## src/rtl/rf_fifo_arbiter_if.sv

```systemverilog
// -----------------------------------------------------------------------------
// rf_fifo_arbiter_if
//
// Bundles the signals between the FIFO controller, its two ingress
// requesters, the egress consumer and the external 16x32 register file.
//
//   in0_valid/in0_data/in0_ready : requester 0 handshake
//   in1_valid/in1_data/in1_ready : requester 1 handshake
//   out_valid/out_data/out_ready : egress handshake (head of queue)
//   rf_wa/rf_wen/rf_din          : storage write port
//   rf_ra/rf_dout                : storage read port (rf_dout combinational)
//
// Modports:
//   master : the controller side (drives readies, egress data, storage port)
//   slave  : the environment side (requesters, consumer, storage)
// -----------------------------------------------------------------------------
interface rf_fifo_arbiter_if #(
    parameter int DW = 32,
    parameter int AW = 4
);
    logic          in0_valid;
    logic [DW-1:0] in0_data;
    logic          in0_ready;
    logic          in1_valid;
    logic [DW-1:0] in1_data;
    logic          in1_ready;

    logic          out_valid;
    logic [DW-1:0] out_data;
    logic          out_ready;

    logic [AW-1:0] rf_wa;
    logic          rf_wen;
    logic [DW-1:0] rf_din;
    logic [AW-1:0] rf_ra;
    logic [DW-1:0] rf_dout;

    modport master (
        input  in0_valid, in0_data, in1_valid, in1_data, out_ready, rf_dout,
        output in0_ready, in1_ready, out_valid, out_data,
               rf_wa, rf_wen, rf_din, rf_ra
    );

    modport slave (
        output in0_valid, in0_data, in1_valid, in1_data, out_ready, rf_dout,
        input  in0_ready, in1_ready, out_valid, out_data,
               rf_wa, rf_wen, rf_din, rf_ra
    );
endinterface

```

## src/rtl/rf_fifo_arbiter.sv

```systemverilog
// -----------------------------------------------------------------------------
// rf_fifo_arbiter
//
// Runs an external 16x32 register file as a shared packet-word queue.
// Two ingress requesters are round-robin arbitrated onto the single write
// port; the head word is presented on a valid/ready egress stream.
//
// Ports:
//   clk         : clock, all state updates on posedge
//   rst_n       : synchronous active-low reset
//   bus         : rf_fifo_arbiter_if.master (ingress, egress, storage port)
//   count       : occupancy 0..2**AW (registered)
//   full        : count == 2**AW
//   empty       : count == 0
//   almost_full : count >= AFULL_THRESH
// -----------------------------------------------------------------------------
module rf_fifo_arbiter #(
    parameter int DW           = 32,
    parameter int AW           = 4,
    parameter int AFULL_THRESH = 12
) (
    input  logic                   clk,
    input  logic                   rst_n,
    rf_fifo_arbiter_if.master      bus,
    output logic [AW:0]            count,
    output logic                   full,
    output logic                   empty,
    output logic                   almost_full
);
    localparam logic [AW:0] DEPTH     = (AW+1)'(1 << AW);
    localparam logic [AW:0] AFULL_CNT = (AW+1)'(AFULL_THRESH);

    logic [AW-1:0] wr_ptr;
    logic [AW-1:0] rd_ptr;
    // Index of the port granted most recently; the other port wins a tie.
    logic          last_grant;

    logic          grant0;
    logic          grant1;
    logic          push;
    logic          pop;
    logic [DW-1:0] wr_data;

    // Status comes from registered count only, so none of it depends
    // combinationally on the handshake inputs.
    assign full        = (count == DEPTH);
    assign empty       = (count == '0);
    assign almost_full = (count >= AFULL_CNT);

    // Write arbitration. Grants are suppressed while reset is asserted so a
    // requester never sees a handshake that the reset edge throws away.
    always_comb begin
        // NOTE: every signal gets a default before any branch so no path
        // leaves it unassigned, which would otherwise infer a latch.
        grant0 = 1'b0;
        grant1 = 1'b0;
        if (rst_n && !full) begin
            if (bus.in0_valid && bus.in1_valid) begin
                grant0 = last_grant;
                grant1 = !last_grant;
            end else begin
                grant0 = bus.in0_valid;
                grant1 = bus.in1_valid;
            end
        end
    end

    assign push    = grant0 | grant1;
    assign pop     = !empty && bus.out_ready;
    assign wr_data = grant1 ? bus.in1_data : bus.in0_data;

    assign bus.in0_ready = grant0;
    assign bus.in1_ready = grant1;

    // The storage array itself lives outside this block and is never
    // cleared; words left over from before a reset are unreachable because
    // count restarts at zero.
    assign bus.rf_wen = push;
    assign bus.rf_wa  = wr_ptr;
    assign bus.rf_din = wr_data;
    assign bus.rf_ra  = rd_ptr;

    // Head word comes straight from the combinational read port. rd_ptr only
    // moves on a pop, so out_data is stable while the consumer stalls.
    assign bus.out_valid = !empty;
    assign bus.out_data  = bus.rf_dout;

    always_ff @(posedge clk) begin
        // NOTE: sequential state uses non-blocking assignments so every
        // register samples the pre-edge values, independent of statement order.
        if (!rst_n) begin
            wr_ptr     <= '0;
            rd_ptr     <= '0;
            count      <= '0;
            last_grant <= 1'b1;
        end else begin
            if (push) begin
                wr_ptr     <= wr_ptr + 1'b1;
                last_grant <= grant1;
            end
            if (pop) begin
                rd_ptr <= rd_ptr + 1'b1;
            end
            // Push is already blocked at full and pop at empty, so the
            // counter cannot leave 0..DEPTH.
            case ({push, pop})
                2'b10:   count <= count + 1'b1;
                2'b01:   count <= count - 1'b1;
                default: count <= count;
            endcase
        end
    end
endmodule
```

## src/flat_wrapper.sv

```systemverilog
// flat-port wrapper written by rule: the top's interface ports become plain ports
module rf_fifo_arbiter_flat 
#(
    parameter int DW           = 32,
    parameter int AW           = 4,
    parameter int AFULL_THRESH = 12
)
  (clk, rst_n, count, full, empty, almost_full, bus_in0_valid, bus_in0_data, bus_in1_valid, bus_in1_data, bus_out_ready, bus_rf_dout, bus_in0_ready, bus_in1_ready, bus_out_valid, bus_out_data, bus_rf_wa, bus_rf_wen, bus_rf_din, bus_rf_ra);
  rf_fifo_arbiter_if #(.DW(DW), .AW(AW)) bus_i ();
  input  logic clk;
  input  logic rst_n;
  output logic [AW:0] count;
  output logic full;
  output logic empty;
  output logic almost_full;
  input wire logic [$bits(bus_i.in0_valid)-1:0] bus_in0_valid;
  input wire logic [$bits(bus_i.in0_data)-1:0] bus_in0_data;
  input wire logic [$bits(bus_i.in1_valid)-1:0] bus_in1_valid;
  input wire logic [$bits(bus_i.in1_data)-1:0] bus_in1_data;
  input wire logic [$bits(bus_i.out_ready)-1:0] bus_out_ready;
  input wire logic [$bits(bus_i.rf_dout)-1:0] bus_rf_dout;
  output wire logic [$bits(bus_i.in0_ready)-1:0] bus_in0_ready;
  output wire logic [$bits(bus_i.in1_ready)-1:0] bus_in1_ready;
  output wire logic [$bits(bus_i.out_valid)-1:0] bus_out_valid;
  output wire logic [$bits(bus_i.out_data)-1:0] bus_out_data;
  output wire logic [$bits(bus_i.rf_wa)-1:0] bus_rf_wa;
  output wire logic [$bits(bus_i.rf_wen)-1:0] bus_rf_wen;
  output wire logic [$bits(bus_i.rf_din)-1:0] bus_rf_din;
  output wire logic [$bits(bus_i.rf_ra)-1:0] bus_rf_ra;
  assign bus_i.in0_valid = bus_in0_valid;
  assign bus_i.in0_data = bus_in0_data;
  assign bus_i.in1_valid = bus_in1_valid;
  assign bus_i.in1_data = bus_in1_data;
  assign bus_i.out_ready = bus_out_ready;
  assign bus_i.rf_dout = bus_rf_dout;
  assign bus_in0_ready = bus_i.in0_ready;
  assign bus_in1_ready = bus_i.in1_ready;
  assign bus_out_valid = bus_i.out_valid;
  assign bus_out_data = bus_i.out_data;
  assign bus_rf_wa = bus_i.rf_wa;
  assign bus_rf_wen = bus_i.rf_wen;
  assign bus_rf_din = bus_i.rf_din;
  assign bus_rf_ra = bus_i.rf_ra;
  rf_fifo_arbiter #(.DW(DW), .AW(AW), .AFULL_THRESH(AFULL_THRESH)) u_core (.clk(clk), .rst_n(rst_n), .bus(bus_i), .count(count), .full(full), .empty(empty), .almost_full(almost_full));
endmodule
```

## config.mk

```make
export PLATFORM = sky130hd
export DESIGN_NAME = rf_fifo_arbiter_flat
export DESIGN_NICKNAME = d
export VERILOG_FILES = /design/src/rtl/rf_fifo_arbiter_if.sv /design/src/rtl/rf_fifo_arbiter.sv /design/src/flat_wrapper.sv
export SDC_FILE = /design/constraint.sdc
export NUM_CORES = 1
export LEC_CHECK = 0
export CAP_MARGIN = 20
export CELL_PAD_IN_SITES_DETAIL_PLACEMENT = 0
export CELL_PAD_IN_SITES_GLOBAL_PLACEMENT = 1
export CORE_ASPECT_RATIO = 1.1
export CORE_MARGIN = 2
export CORE_UTILIZATION = 15
export DETAILED_ROUTE_END_ITERATION = 8
export PLACE_DENSITY = 0.79
export REMOVE_ABC_BUFFERS = 1
export SLEW_MARGIN = 25
export SYNTH_ARGS = -nofsm -noshare
export SYNTH_HDL_FRONTEND = slang
export SYNTH_SLANG_ARGS = --single-unit
```

## constraint.sdc

```tcl
create_clock -name clk -period 2.74 [get_ports clk]
set_clock_uncertainty 0.05 [all_clocks]
set_input_delay 0.685 -clock clk [delete_from_list [all_inputs] [get_ports clk]]
set_output_delay 0.685 -clock clk [all_outputs]
set_load 0.01 [all_outputs]
```

; After elaboration in Yosys (flattened, before gate mapping)
; Cells that the tools add are included.
[word_totals]
inputBits = 101
wordCells = 27
out_inout_bits = 84
register_bits = 14
[classes]
add_sub_neg = 4
n_eq_ne = 3
n_lt_le_gt_ge = 1
mux = 6
bitwise = 1
reduce_logical = 8
[op_table]
columns = cell, count
row1 = 2-to-1 mux 32 bit, 1
row2 = one-hot mux 5 bit (2 select lines), 1
row3 = adder 4 x 1 -> 4 bit (second input constant), 2
row4 = adder 5 x 1 -> 5 bit (second input constant), 1
row5 = == test 5 bit (second input constant), 1
row6 = greater-or-equal comparator 5 x 4 -> 1 bit (second input constant), 1
row7 = logical NOT 5 bit, 1
row8 = subtractor 5 x 1 -> 5 bit (second input constant), 1
row9 = 2-to-1 mux 1 bit, 4
row10 = logical AND 1 bit, 3
row11 = logical NOT 1 bit, 3
row12 = == test 2 x 1 -> 1 bit (second input constant), 1
row13 = == test 2 bit (second input constant), 1
row14 = nonzero test 2 bit, 1
row15 = bitwise OR 1 bit, 1

; Logic depth before layout (Yosys ltp)
[logic_depth]
depth_word = 7
mapped_depth = 11
depth_no_buf = 11

; Least setup slack after synthesis
; Ideal clock, no wire load.
[synth_timing]
path_type = input port to flip-flop
startpoint = input port rst_n
endpoint = register u_core.count[3]
path_slack_ns = 0.105
setup_time_ns = 0.062
stages = 9
required_time_ns = 2.628
path_buffers = 1
arrival_time_ns = 2.522
path_cell_list = clkbuf_1 nand2_1 or2_2 ha_1 ha_1 a21o_1 a21oi_1 or4b_1 nand3_1
[synth_via]
elab_chain_len = 5
word_cells_on_any_way = 8
cone_classes = eq/ne: 2 / mux: 3 / bitwise: 1 / reduce/logical: 2
[synth_rtl]
columns = element, line_no
row1 = start: declaration, flat_wrapper.sv:11  ; input logic rst_n;
row2 = logical AND 1 bit, rf_fifo_arbiter.sv:57  ; if (rst_n && !full) begin
row3 = 2-to-1 mux 1 bit, rf_fifo_arbiter.sv:57
row4 = bitwise OR 1 bit, rf_fifo_arbiter.sv:68  ; assign push = grant0 | grant1;
row5 = == test 2 x 1 -> 1 bit / == test 2 bit (equally long branches), rf_fifo_arbiter.sv:106  ; case ({push, pop})
row6 = one-hot mux 5 bit (2 select lines) / nonzero test 2 bit (equally long branches), -
row7 = end signal: assignment, rf_fifo_arbiter.sv:107  ; 2'b10: count <= count + 1'b1;
row8 = end signal: assignment, rf_fifo_arbiter.sv:108  ; 2'b01: count <= count - 1'b1;
row9 = end signal: assignment, rf_fifo_arbiter.sv:109  ; default: count <= count;
row10 = end: declaration, rf_fifo_arbiter.sv:25  ; output logic [AW:0] count,
; Parallel ways exist; a longest one is shown, timed or not.
; A chain may end at the register's enable or synchronous reset.

; Worst setup path in the final report
[layout_timing]
startpoint = input port bus_in0_valid
endpoint = output port bus_rf_din[9]
[layout_via]
elab_chain_len = 4
[layout_rtl]
columns = element, line_no
row1 = start: declaration, flat_wrapper.sv:16  ; input wire logic [$bits(bus_i.in0_valid)-1:0] bus_in0_valid;
row2 = logical AND 1 bit, rf_fifo_arbiter.sv:58  ; if (bus.in0_valid && bus.in1_valid) begin
row3 = 2-to-1 mux 1 bit, rf_fifo_arbiter.sv:58
row4 = 2-to-1 mux 1 bit, rf_fifo_arbiter.sv:57
row5 = 2-to-1 mux 32 bit, rf_fifo_arbiter.sv:70  ; assign wr_data = grant1 ? bus.in1_data : bus.in0_data;
row6 = end: declaration, flat_wrapper.sv:28  ; output wire logic [$bits(bus_i.rf_din)-1:0] bus_rf_din;
; No other way between the ends.

==> metrics.txt <==
Clk Latency, worst-skew pair approximately 240 ps; Die Ht around 110 µm; yosys warns 0; GPL Wtd Cong slightly above 0.7; library cells used by synthesis 34; initial antenna violation count 0; Crit Reg-Reg Endpoint u_core.count[3]$_SDFFE_PN0P_; CTS tree yes; DR vias 1,609; Metal-1 WL 2.178 mm; Syn Std Cell Area 0.001516 mm²; CTS root buf clkbuf_8; Die ar. between 0.01 and 0.015 mm²; cts hold-fix bufs 0; sw frac 37.27%; met3 routed WL 1.555 mm; Critical Path Start Type input port; clk sinks 14; FP Rows 38; H-tree levels 1; worst slack at placement -492.1 ps; maximum vdd drop 0.4087 mV; WL final 6.569 mm; Pleak roughly 1.2 nW; outcome complete, no violations; DP HPWL 5.426 mm; first-pass GRT wire length 9.204 mm; Hold WC Path Type reg -> reg; # diodes 0; f_max 0.3725 GHz; Hold Crit Depth 2; detailed-router iteration count before antenna repair 4; setup TNS 0 ps; Fin. Hold Viols 0; CTS Buffer Depth 2; most frequent cells in the layout clkdlybuf4s50_1, mux2_1, buf_4; Post-synth EDFFs 0; critical path endpoint category output pin; CP Class in -> out; crit share post-route 97.97%; CP arrival 1950 ps; top cells by area, synth mux2_1, dfxtp_1, buf_4, ha_1, mux2i_1; Avg WL per Cell roughly 17 µm; final setup violation count 0; Routed Antenna Nets 0; cells on worst reg2reg path 9; power share of the clock group 10.7%; Net Sw Power 693.4 µW; syn avg cell area slightly above 9 µm²; top cell type's share of synthesized area 23.76%; Vias/cell between 4 and 5; drt drc 0; GR Overflow Total 0; CP endpoint bus_rf_din[9]; register area share after synthesis 18.48%; Layout area overhead 85.07%; Power per Cell Area 663.0 mW/mm²; TritonCTS buffer count 3; WP data required 2010 ps; Yosys reg bits 14; GRT Total Usage 11.29%; Max Cap Viol 0; unrepaired setup endpoints after global routing true; Cell Int Power 1.167 mW; CP startpoint bus_in0_valid; number of global-route vias before repair 1,659; Cells after Synth 166; worst slew pin tran 334.2 ps; fin crit period approximately 2700 ps; worst r2r src u_core.count[0]$_SDFFE_PN0P_; Seq pwr share 17.4%; clock transition at the registers of the reported paths 60 ps; Hold Slack approximately 440 ps; largest area contributor in the netlist mux2_1; IO buf count 120; CP peak stage delay approximately 310 ps; r2r setup slk 160 ps; Crit Path Max Fanout 10; Final Max Slew Viols 0; die width 99.87 µm; Main synth FF type dfxtp_1; fraction of layout cells with a size suffix above 1 25.54%; Comb power frac 71.9%; uppermost layer routed met4; # nets final 387; DRT iter0 DRCs 17; Core Footprint 0.009842 mm²; I/O pins between 150 and 200; largest net degree at the start of global routing 18; starting density of the core 15.41%; final worst slack about 56 ps; Rel. slew slack 77.72%; commonest non-fill, non-tap cell in the layout clkdlybuf4s50_1; met2 WL 2.777 mm; Crit-path slowest cell mux2_1; CP Cell Sequence dlygate4sd2_1 > nand2_2 > nand4_4 > buf_12 > buf_16 > mux2_1 > buf_2; asr flop ratio synth 0%
-- per-stage QoR --
stage | util [%] | total power [mW] | std cells | cell area, µm²
floorplan | - | 0.9319 | 127 | 1226
global route | 28.52 | 2.028 | 398 | 2806
CTS | 28.11 | 1.818 | 397 | 2766
finish | 28.52 | 1.861 | 398 | 2806
global placement | 28.07 | 1.610 | 390 | 2763
detailed placement | 28.07 | 1.626 | 390 | 2763
-- state kept, by name, indices dropped and copies added (netlist names) --
name / cells
u_core.bus.rf_ra: 4
u_core.count: 5
u_core.bus.rf_wa: 4
u_core.last_grant: 1
-- power groups by stage --
stage                     clock network (mW)  registers, mW  logic (mW)
after floorplan                            0          0.377       0.555
after global placement                     0          0.324        1.29
after detailed placement                   0          0.327        1.30
after CTS                              0.208          0.323        1.29
after global routing                   0.220          0.334        1.47
final                                  0.200          0.323        1.34
-- Yosys cell counts, types with 4 or more instances --
master,instances
buf_4,32
mux2_1,32
dfxtp_1,14
nand2_1,9
and2_1,7
nor2_1,7
ha_1,6
inv_1,6
mux2i_1,5
nand2b_1,5
nand3_1,4
-- kinds of logic after synthesis --
family,Yosys count,synth area share (%)
adders and majority gates,7,6.271
and+or+nand+nor,42,17.00
xor gates and xnor gates,6,3.466
buffers and inverters,46,20.87
muxes,37,27.06
DFF,14,18.48
AOI/OAI and AO/OA,14,6.848
-- timing repair --
action | in CTS | in global routing
gates resized for setup | 105 | 19
pin swaps | 1 | 4
setup buffers | 2 | 1
endpoints found under the setup margin | 38 | 14
cloned | 1 | 0
-- how the worst min path moves through the flow --
| stage | slack, ps | start | endpoint |
|---|---|---|---|
| 6_report | 440 | u_core.bus.rf_wa[2]$_SDFFE_PN0P_ | u_core.bus.rf_wa[2]$_SDFFE_PN0P_ |
| 5_1_grt | 480 | u_core.last_grant$_SDFFE_PN1P_ | u_core.last_grant$_SDFFE_PN1P_ |
| 4_1_cts | 450 | u_core.bus.rf_wa[2]$_SDFFE_PN0P_ | u_core.bus.rf_wa[2]$_SDFFE_PN0P_ |
| 3_5_place_dp | 420 | u_core.last_grant$_SDFFE_PN1P_ | u_core.last_grant$_SDFFE_PN1P_ |
| 3_3_place_gp | 410 | u_core.last_grant$_SDFFE_PN1P_ | u_core.last_grant$_SDFFE_PN1P_ |
| 2_1_floorplan | 390 | u_core.last_grant$_SDFFE_PN1P_ | u_core.last_grant$_SDFFE_PN1P_ |
-- worst max-delay path: cells and delay by family --
family | cells | cell delay [ps]
buffers and inverters | 4 | 710
multiplexers | 1 | 310
AND/OR/NAND/NOR | 2 | 240
-- area by class of cell --
class / instances / area (µm²)
clock buffers: 4 / 55.05
fillers: 1029 / 7036
repair buffers: 147 / 1338
flip-flops and latches: 14 / 281.5
well taps: 120 / 150.1
multi-input cells: 106 / 955.9
inverters: 7 / 26.28
-- layer usage --
metal / GRT usage [%] / vias to the layer above
met3: 10.36 / 4
met1: 11.41 / 715
met4: 1.370 / 0
met2: 17.86 / 139
li1: - / 751
met5: 0 / -
Note: power is estimated with default switching activity, not from simulation.
